===== config.mk =====
export PLATFORM = sky130hd
export DESIGN_NAME = branch_resolve_ctrl
export DESIGN_NICKNAME = d
export VERILOG_FILES = /design/src/rtl/branch_resolve_ctrl_pkg.sv /design/src/rtl/branch_resolve_ctrl_sat_ctr_table.sv /design/src/rtl/branch_resolve_ctrl.sv
export SDC_FILE = /design/constraint.sdc
export NUM_CORES = 1
export LEC_CHECK = 0
export BUFFER_PORTS_ARGS = -buffer_cell sky130_fd_sc_hd__buf_2
export CAP_MARGIN = 25
export CORE_MARGIN = 2
export CORE_UTILIZATION = 54
export DETAILED_ROUTE_END_ITERATION = 8
export PLACE_DENSITY = 0.81
export SYNTH_ARGS = -nofsm -noshare
export SYNTH_HDL_FRONTEND = slang
export SYNTH_SLANG_ARGS = --single-unit

===== constraint.sdc =====
create_clock -name i_clk -period 2.4 [get_ports i_clk]
set_input_delay 0.12 -clock i_clk [delete_from_list [all_inputs] [get_ports i_clk]]
set_output_delay 0.12 -clock i_clk [all_outputs]
set_load 0.005 [all_outputs]

===== src/rtl/branch_resolve_ctrl_pkg.sv =====
// ----------------------------------------------------------------------------
// branch_resolve_ctrl_pkg
// Purpose : Shared constants and helpers for the stage-3 branch resolve block.
//           It holds the RV32 opcode codes (inst[6:2]), the branch func3 codes,
//           the pc_sel encodings returned to fetch and a branch-direction
//           helper.
// Ports   : none (package)
// ----------------------------------------------------------------------------
package branch_resolve_ctrl_pkg;

  // Major opcodes, inst[6:2]
  localparam logic [4:0] OPC_BRANCH_5 = 5'b11000;
  localparam logic [4:0] OPC_JALR_5   = 5'b11001;
  localparam logic [4:0] OPC_JAL_5    = 5'b11011;

  // Branch func3, inst[14:12]
  localparam logic [2:0] FNC_BEQ  = 3'b000;
  localparam logic [2:0] FNC_BNE  = 3'b001;
  localparam logic [2:0] FNC_BLT  = 3'b100;
  localparam logic [2:0] FNC_BGE  = 3'b101;
  localparam logic [2:0] FNC_BLTU = 3'b110;
  localparam logic [2:0] FNC_BGEU = 3'b111;

  // pc_sel encodings returned to fetch
  localparam logic [1:0] PC_SEL_NEXT    = 2'd0;
  localparam logic [1:0] PC_SEL_TARGET  = 2'd1;
  localparam logic [1:0] PC_SEL_RECOVER = 2'd2;
  localparam logic [1:0] PC_SEL_RESET   = 2'd3;

  typedef struct packed {
    logic legal;   // func3 names a real branch
    logic actual;  // resolved direction (0 when not legal)
  } br_dir_t;

  // Resolve the direction of a conditional branch from the comparator flags.
  // Signedness is applied upstream, so BLT/BLTU share brlt and BGE/BGEU
  // share !brlt.
  function automatic br_dir_t resolve_dir(input logic [2:0] func3,
                                          input logic       breq,
                                          input logic       brlt);
    br_dir_t d;
    d.legal  = 1'b1;
    d.actual = 1'b0;
    case (func3)
      FNC_BEQ:            d.actual = breq;
      FNC_BNE:            d.actual = ~breq;
      FNC_BLT, FNC_BLTU:  d.actual = brlt;
      FNC_BGE, FNC_BGEU:  d.actual = ~brlt;
      default:            d.legal  = 1'b0;
    endcase
    return d;
  endfunction

endpackage


===== src/rtl/branch_resolve_ctrl_sat_ctr_table.sv =====
// ----------------------------------------------------------------------------
// sat_ctr_table
// Purpose : Table of saturating direction counters. It has one combinational
//           read port and one write port that moves one entry up or down by
//           one per cycle and stops at 0 and at all-ones.
// Ports   : i_clk, i_rst_n (async, active low)
//           i_rd_idx / o_rd_ctr     : combinational read (returns the old value)
//           i_wr_en, i_wr_idx, i_wr_inc : write port (inc=1 up, inc=0 down)
// ----------------------------------------------------------------------------
module sat_ctr_table #(
  parameter int ENTRIES  = 32,
  parameter int CTR_BITS = 2,
  localparam int IDX_W   = $clog2(ENTRIES)
) (
  input  logic                i_clk,
  input  logic                i_rst_n,
  input  logic [IDX_W-1:0]    i_rd_idx,
  output logic [CTR_BITS-1:0] o_rd_ctr,
  input  logic                i_wr_en,
  input  logic [IDX_W-1:0]    i_wr_idx,
  input  logic                i_wr_inc
);

  // Weakly not-taken: MSB clear, all lower bits set.
  localparam logic [CTR_BITS-1:0] CTR_INIT = CTR_BITS'((1 << (CTR_BITS - 1)) - 1);
  localparam logic [CTR_BITS-1:0] CTR_MAX  = '1;

  logic [CTR_BITS-1:0] r_ctr [ENTRIES];
  logic [CTR_BITS-1:0] w_old;
  logic [CTR_BITS-1:0] w_new;

  // No write-to-read bypass: a same-index read sees the pre-update value.
  assign o_rd_ctr = r_ctr[i_rd_idx];
  assign w_old    = r_ctr[i_wr_idx];

  always_comb begin
    w_new = w_old;
    if (i_wr_inc) begin
      if (w_old != CTR_MAX) w_new = w_old + CTR_BITS'(1);
    end else begin
      if (w_old != '0) w_new = w_old - CTR_BITS'(1);
    end
  end

  always_ff @(posedge i_clk or negedge i_rst_n) begin
    if (!i_rst_n) begin
      for (int i = 0; i < ENTRIES; i++) r_ctr[i] <= CTR_INIT;
    end else if (i_wr_en) begin
      r_ctr[i_wr_idx] <= w_new;
    end
  end

endmodule


===== src/rtl/branch_resolve_ctrl.sv =====
// ----------------------------------------------------------------------------
// branch_resolve_ctrl
// Purpose : Stage-3 branch/jump resolution. It drives pc_sel/flush to fetch,
//           trains a PC-indexed direction-counter table that fetch reads for
//           predictions, ignores stage-3 valids for a short shadow after each
//           redirect, and counts resolved branches and mispredicts.
// Ports   : i_clk, i_rst_n (async, active low)
//           i_pred_pc -> o_pred_taken       : fetch-side prediction read
//           i_res_valid, i_res_inst, i_res_pc, i_res_pred_taken,
//           i_breq, i_brlt                  : stage-3 resolution inputs
//           i_stats_clr                     : synchronous clear of the stats
//           o_pc_sel, o_flush               : redirect to fetch
//           o_br_count, o_mispred_count     : statistics
// ----------------------------------------------------------------------------
module branch_resolve_ctrl
  import branch_resolve_ctrl_pkg::*;
#(
  parameter int ENTRIES      = 32,
  parameter int CTR_BITS     = 2,
  parameter int FLUSH_SHADOW = 2,
  parameter int STAT_W       = 32
) (
  input  logic              i_clk,
  input  logic              i_rst_n,
  input  logic [31:0]       i_pred_pc,
  output logic              o_pred_taken,
  input  logic              i_res_valid,
  input  logic [31:0]       i_res_inst,
  input  logic [31:0]       i_res_pc,
  input  logic              i_res_pred_taken,
  input  logic              i_breq,
  input  logic              i_brlt,
  input  logic              i_stats_clr,
  output logic [1:0]        o_pc_sel,
  output logic              o_flush,
  output logic [STAT_W-1:0] o_br_count,
  output logic [STAT_W-1:0] o_mispred_count
);

  localparam int IDX_W = $clog2(ENTRIES);
  localparam int SH_W  = (FLUSH_SHADOW < 1) ? 1 : $clog2(FLUSH_SHADOW + 1);

  logic [SH_W-1:0]     r_shadow;
  logic [STAT_W-1:0]   r_br_count;
  logic [STAT_W-1:0]   r_mispred_count;

  logic                w_eff_v;
  logic [4:0]          w_opc;
  br_dir_t             w_dir;
  logic                w_is_br;
  logic [1:0]          w_pc_sel;
  logic                w_flush;
  logic                w_upd;
  logic [CTR_BITS-1:0] w_pred_ctr;
  logic                w_unused;

  assign w_eff_v = i_res_valid & (r_shadow == '0);
  assign w_opc   = i_res_inst[6:2];
  assign w_dir   = resolve_dir(i_res_inst[14:12], i_breq, i_brlt);
  assign w_is_br = (w_opc == OPC_BRANCH_5) & w_dir.legal;

  always_comb begin
    w_pc_sel = PC_SEL_NEXT;
    if (w_eff_v) begin
      if (w_opc == OPC_JAL_5 || w_opc == OPC_JALR_5) begin
        w_pc_sel = PC_SEL_TARGET;
      end else if (w_is_br) begin
        if (w_dir.actual && !i_res_pred_taken)      w_pc_sel = PC_SEL_TARGET;
        else if (!w_dir.actual && i_res_pred_taken) w_pc_sel = PC_SEL_RECOVER;
      end
    end
  end

  // Reset forces the reset vector combinationally, independent of the inputs.
  assign w_flush  = (w_pc_sel == PC_SEL_TARGET) | (w_pc_sel == PC_SEL_RECOVER);
  assign o_flush  = w_flush & i_rst_n;
  assign o_pc_sel = i_rst_n ? w_pc_sel : PC_SEL_RESET;

  // Only legal, effective branches train the table; jumps never do.
  assign w_upd = w_eff_v & w_is_br;

  sat_ctr_table #(
    .ENTRIES  (ENTRIES),
    .CTR_BITS (CTR_BITS)
  ) u_table (
    .i_clk    (i_clk),
    .i_rst_n  (i_rst_n),
    .i_rd_idx (i_pred_pc[IDX_W+1:2]),
    .o_rd_ctr (w_pred_ctr),
    .i_wr_en  (w_upd),
    .i_wr_idx (i_res_pc[IDX_W+1:2]),
    .i_wr_inc (w_dir.actual)
  );

  assign o_pred_taken = w_pred_ctr[CTR_BITS-1];

  // The shadow cannot be re-triggered while nonzero because eff_v is low then.
  always_ff @(posedge i_clk or negedge i_rst_n) begin
    if (!i_rst_n) begin
      r_shadow <= '0;
    end else if (o_flush) begin
      r_shadow <= SH_W'(FLUSH_SHADOW);
    end else if (r_shadow != '0) begin
      r_shadow <= r_shadow - SH_W'(1);
    end
  end

  always_ff @(posedge i_clk or negedge i_rst_n) begin
    if (!i_rst_n) begin
      r_br_count      <= '0;
      r_mispred_count <= '0;
    end else if (i_stats_clr) begin
      r_br_count      <= '0;
      r_mispred_count <= '0;
    end else if (w_upd) begin
      r_br_count <= r_br_count + STAT_W'(1);
      if (w_flush) r_mispred_count <= r_mispred_count + STAT_W'(1);
    end
  end

  assign o_br_count      = r_br_count;
  assign o_mispred_count = r_mispred_count;

  // Instruction and PC bits this block never looks at.
  assign w_unused = ^{i_res_inst[31:15], i_res_inst[11:7], i_res_inst[1:0],
                      i_pred_pc[31:IDX_W+2], i_pred_pc[1:0],
                      i_res_pc[31:IDX_W+2], i_res_pc[1:0]};

endmodule


==> results of run 1 <==
-- kinds of logic after synthesis --
family	after synthesis
mux	106
xor+xnor	43
simple gates	237
flops	130
fa+ha+maj	5
compound gates	78
buf+inv	51
-- cell type report --
cell class              count  area [um2]  area share (%)
multi-input cells         471        3440            41.3
clock buffers              20         457            5.47
well taps                 172         215            2.58
flip-flops and latches    130        3290            39.5
clock inverters            12         154            1.84
inverters                  17        63.8           0.765
repair buffers            121         717            8.59
-- worst min-delay path, delay by kind of cell --
kind | cells | cell delay [ps]
compound gates | 1 | 120
buf+inv | 1 | 120
simple gates | 2 | 190
-- where the power goes --
group	total (uW)	internal (uW)	switching (uW)	leakage (uW)
sequential	2240	2220	14.8	0.00170
clock	2650	1690	957	0.000293
combinational	414	157	257	0.00173
total	5300	4070	1230	0.00372
-- synth_stat cells (2+ instances only) --
cell type  count
dfrtp_1       98
mux2_2        65
nor2_1        62
nand2_1       42
dfstp_2       32
mux2i_1       30
a21oi_1       27
o21ai_0       27
or3_1         26
xnor2_1       25
nand3_1       22
nand4_1       20
nor3_1        18
xor2_1        18
clkbuf_1      17
inv_1         17
mux4_2        11
o22ai_1       10
and2_1         8
buf_6          8
and3_1         7
and4_1         7
nor2b_1        4
nor4_1         4
or2_2          4
buf_1          3
buf_2          3
ha_1           3
nand2b_1       3
nand3b_1       3
o221ai_1       3
buf_4          2
maj3_2         2
nor3b_1        2
-- layout by cell type, fill, tap and decap left out, drive strengths merged, types with 19 or more instances in the layout --
cell and n:
dfstp 32, mux2i 30, xnor2 25, dfrtp 98, mux2 65, a21oi 27
nand3 22, nand4 20, buf 120, or3 27, o21ai 28, inv 19
clkbuf 20, nand2 42, nor2 63
-- through the flow --
step / hold slack [ps] / setup TNS (ps) / setup slack [ps]
4_1_cts: 160 / 0 / 0.0306
5_1_grt: 182 / -163 / -25.2
3_5_place_dp: 33.9 / -5040 / -174
3_3_place_gp: 27.7 / -2270 / -75.5
6_report: 177 / 0 / 8.58
2_1_floorplan: -176 / 0 / 227
-- registers in the layout (all words and copies together), names as in the netlist --
register / cells
r_shadow: 2
u_table.r_ctr: 64
o_mispred_count: 32
o_br_count: 32
-- what timing repair did --
item                       4_1_cts  5_1_grt
hold endpoints to repair        20        0
buffers inserted                 0        2
setup endpoints to repair       34       83
cloned                           0        2
gates resized for setup          6       11
pin swaps                        0        8
hold buffers                     1        0
-- path summary, 6_finish.rpt --
path	endpoint	slack (ps)	cells after the start
min in group asynchronous	o_mispred_count[23]	190	2
worst max register to register	u_table.r_ctr[34]	30	7
max in group asynchronous	u_table.r_ctr[9]	1100	3
worst min-delay path	r_shadow[0]	180	4
worst min register to register	r_shadow[1]	510	1
worst max-delay path	o_pred_taken	9	5
-- layer usage --
metal	global-route usage [%]	wire length, um	up-vias	part of all wire [%]
li1	-	-	2555	-
met1	31.6	7020	2755	42
met2	40.1	8300	201	49
met3	6.71	1080	42	6.4
met4	10.2	404	0	2.4
met5	0	0	-	0
==> results.cfg, run 1 <==
[worst_setup_path]
crit_start = u_table.r_ctr[13]
critPathBufInv = 2
critPathMaxStageDelay_ps = 460
r2r-start = u_table.r_ctr[9]
crit_arrival_ps = 2270
crit_path_start_kind = flip-flop
worst-path-max-fanout = 2
timing.critical_path.to_type = output pin
path_cells = buf_6 -> mux4_2 -> mux4_2 -> mux2_4 -> buf_6
cpMaxStageDelayCell = mux4_2
crit_required_ps = 2280
path_delay_family = multiplexers
crit_type = reg2out

[yosys]
synth_cell_type_count = 51
synth_fp_nets = 756
synthXorXnorAreaFrac_pct = 5.43
synthAdderAreaFrac_pct = 0.866
ys.flop_type = dfrtp_1
synth_seq_cells = 130
avgSynthCellArea_um2 = 10.7
yosys.area.top_type = dfrtp_1
yosysWarnings = 0
async_reset_ff_share_pct = 100
syn_area_um2 = 6940
synth_compound_area_share_pct = 6.53
synth_top_family_by_area = multiplexers
yosysSeqAreaShare_pct = 47.5
synth.top_cells.by_area = dfrtp_1 (35%), dfstp_2 (12%), mux2_2 (11%)
yosys.area_share.simple_pct = 17.4
netlist_instances = 650
synthMuxAreaShare_pct = 18.5
synth-edff-count = 0
yosys.area.top_type_share_pct = 35.4

[layout]
fin_cells = 943
diodes = 0
n_fill_cell = 980
stdcell_area_um2 = 8340
areaGrowthSynthToFinish_pct = 20.3
drive_gt1_share_pct = 35.8
utilization_pct = 66.4
nets = 864

[status]
status = finished clean

[global_routing]
antenna_found_initial = 0
overflow = 0
grt_max_degree = 67
grt_pass1_wl_um = 27600
grt_pass1_vias = 5596
grt.total_usage_pct = 24.8

[power_and_ir_drop]
leakagePower_uw = 0.00372
peakVddDrop_v = 0.000440
p_total_uw = 5300
power.density_nw_per_um2 = 635

[timing]
fin_crit_ps = 2390
rsz0062_at_grt = yes
slew_headroom_pct = 47.1
slew_violations = 0
period_share_pct = 99.6
final-hold-violation-count = 0
tightest_slew_ps = 794
finClkSkew_ps = 9.78
setup_viol = 0
fmax_mhz = 418

[clocking]
cts_root_buffer = clkbuf_16
cts_tree = done
clk_latency_ps = 420
cts_buffer_depth = 2
path_clk_slew_ps = 50
cts_made_buffers = 17
htree_levels = 4
clock_sinks = 130

[drt]
drt-total-wl_um = 16800
vias_per_cell = 5.89
wl_per_cell_um = 17.8
initialDrtViolationCount = 401
drc_errors = 0
antenna_left = 0
num_vias = 5553
drtPass1Iterations = 7

[min_path]
min_from = i_res_inst[2]
hold_path.class = in2reg

[place]
dp.cells = 906
post_dp_cell_area_um2 = 7620
io_buffer_count = 92
detailed_place_hpwl_um = 11300
gpl.final_weighted_congestion = 0.877

[floorplanning]
fp.dieH_um = 117
core-area_um2 = 12600
initial_core_util_pct = 55.2
die_w_um = 117
ios = 171
die_area_um2 = 13800
rows = 41

[job]
maxCapViolCount = 0
(Power assumes the default switching activity.)
==> inputs of run 2 (changes only) <==
- CORE_UTILIZATION: 54 -> 50
- PLACE_DENSITY: 0.81 -> 0.76
==> run 2 against run 1 <==
Against the previous run:
- the run now ends with negative setup slack left
- sequential share of layout area decreased by 0.24 points
- critical path depth unchanged
- non-clock buffer count increased by 6
- core utilization decreased by 5.2 points
- worst hold slack improved by 12 ps
- sequential power about the same
- register-to-register slack improved by 20 ps
- via count decreased by 0.83%
- first-iteration DRC count decreased by 7.7%
- combinational power increased by 1%
- flip-flop and latch count unchanged
- die area increased by 7.7%
- critical endpoint unchanged
- highest routed layer unchanged
==> results.cfg, run 2 (synthesis gave the netlist of run 1 again) <==
[global_routing]
overflow = 0
grt_pass1_vias = 5526
grt_max_degree = 109
grt.total_usage_pct = 23.9
antenna_found_initial = 0
grt_pass1_wl_um = 27300

[timing]
slew_violations = 0
final-hold-violation-count = 0
finClkSkew_ps = 7.10
fin_crit_ps = 2400
setup_slack_ps = -2.12
fmax_mhz = 416
period_share_pct = 100
setup_viol = 1
slew_headroom_pct = 59.1
tns_ps = -2.12
rsz0062_at_grt = yes
tightest_slew_ps = 612

[clocking]
cts_buffer_depth = 2
clock_sinks = 130
htree_levels = 4
cts_made_buffers = 17
cts_tree = done
path_clk_slew_ps = 60
cts_root_buffer = clkbuf_16
clk_latency_ps = 420

[worst_setup_path]
crit_path_start_kind = flip-flop
path_cells = buf_6 -> mux4_2 -> mux4_2 -> mux2_4 -> buf_6
crit_type = reg2out
critPathMaxStageDelay_ps = 520
crit_arrival_ps = 2280
worst-path-max-fanout = 2
timing.critical_path.to_type = output pin
cpMaxStageDelayCell = mux4_2
crit_required_ps = 2280

[drt]
antenna_left = 0
drt-total-wl_um = 17300
drc_errors = 0
drtPass1Iterations = 7
num_vias = 5507
vias_per_cell = 5.77
dr_wl_met3_um = 1250
routed-wl-met2_um = 8710
initialDrtViolationCount = 370
drt-met1-wl_um = 7030
routed.top_layer = met4
wl_per_cell_um = 18.1

[floorplanning]
core-area_um2 = 13700
initial_core_util_pct = 50.6
ios = 171
rows = 43
die_w_um = 122
fp.dieH_um = 122
die_area_um2 = 14800

[layout]
layout_common_cells = dfrtp_1 (98), buf_2 (90), nor2_1 (62), mux2_2 (62), nand2_1 (42)
drive_gt1_share_pct = 36.1
areaGrowthSynthToFinish_pct = 21.0
largest_reg_flops = 64
diodes = 0
final_common_cell = dfrtp_1
regMostFlops = u_table.r_ctr
utilization_pct = 61.2
nets = 868
stdcell_area_um2 = 8390

[job]
maxCapViolCount = 0

[place]
gpl.final_weighted_congestion = 0.865
detailed_place_hpwl_um = 11800
io_buffer_count = 92
post_dp_cell_area_um2 = 7700

[power_and_ir_drop]
power.density_nw_per_um2 = 623
leakagePower_uw = 0.00374
peakVddDrop_v = 0.000495

[status]
violations = negative setup slack
status = finished with violations

[min_path]
hold_path.class = in2reg
run 2: cell count changes in the layout (fill, tap and decap cells not counted), moves of 2 or more:
cell,change
maj3_4,-2
buf_12,+2
clkinv_2,-2
inv_6,+2
buf_4,+4
run 2: timing repair:
item                       in CTS  in global routing
buffers inserted                2                  1
hold buffers                    1                  0
setup endpoints to repair       4                 42
pin swaps                       1                  4
gates cloned                    0                  0
gates resized for setup         4                 12
hold endpoints to repair       22                  0
run 2: stage by stage:
stage,instances,total power [uW],worst slack (ps),hold slack (ps)
floorplan,650,2510,227,-176
finish,955,5230,-2.12,190
detailed placement,920,2680,-2.29,45.7
CTS,954,5270,3.23,167
global placement,920,2670,62.0,42.2
global route,955,5410,-45.0,210
run 2: worst max-delay path: cells and delay by family (launching register included):
family                 cells  cell delay, ps
muxes                      3            1240
buffers and inverters      2             230
DFF                        1             390
run 2: metal layers:
| metal | global-route usage, % | vias up |
|---|---|---|
| met1 | 29.0 | 2736 |
| met5 | 0 | - |
| met2 | 41.0 | 186 |
| met4 | 7.47 | 0 |
| met3 | 7.44 | 32 |
| li1 | - | 2553 |
run 2: layout make-up:
cell class / instances / area (um2)
fillers: 1122 / 5330
multi-input cells: 469 / 3430
flip-flops and latches: 130 / 3290
repair buffers: 127 / 787
clock buffers: 19 / 443
well taps: 180 / 225
clock inverters: 13 / 150
inverters: 17 / 63.8
run 2: path summary, 6_finish.rpt:
| kind | from | endpoint | slack, ps | depth (start not counted) |
|---|---|---|---|---|
| worst max-delay path | u_table.r_ctr[5] | o_pred_taken | -2 | 5 |
| worst min-delay path | i_stats_clr | o_br_count[15] | 190 | 3 |
| worst max register to register | u_table.r_ctr[13] | u_table.r_ctr[47] | 50 | 7 |
| worst min register to register | r_shadow[1] | r_shadow[1] | 490 | 1 |
| max in group asynchronous | i_rst_n | u_table.r_ctr[34] | 1330 | 3 |
| min in group asynchronous | i_rst_n | o_mispred_count[2] | 220 | 2 |
run 2: power by group:
| part | switching (uW) | internal [uW] |
|---|---|---|
| sequential | 14.7 | 2220 |
| combinational | 252 | 169 |
| clock | 997 | 1570 |
| total | 1260 | 3970 |
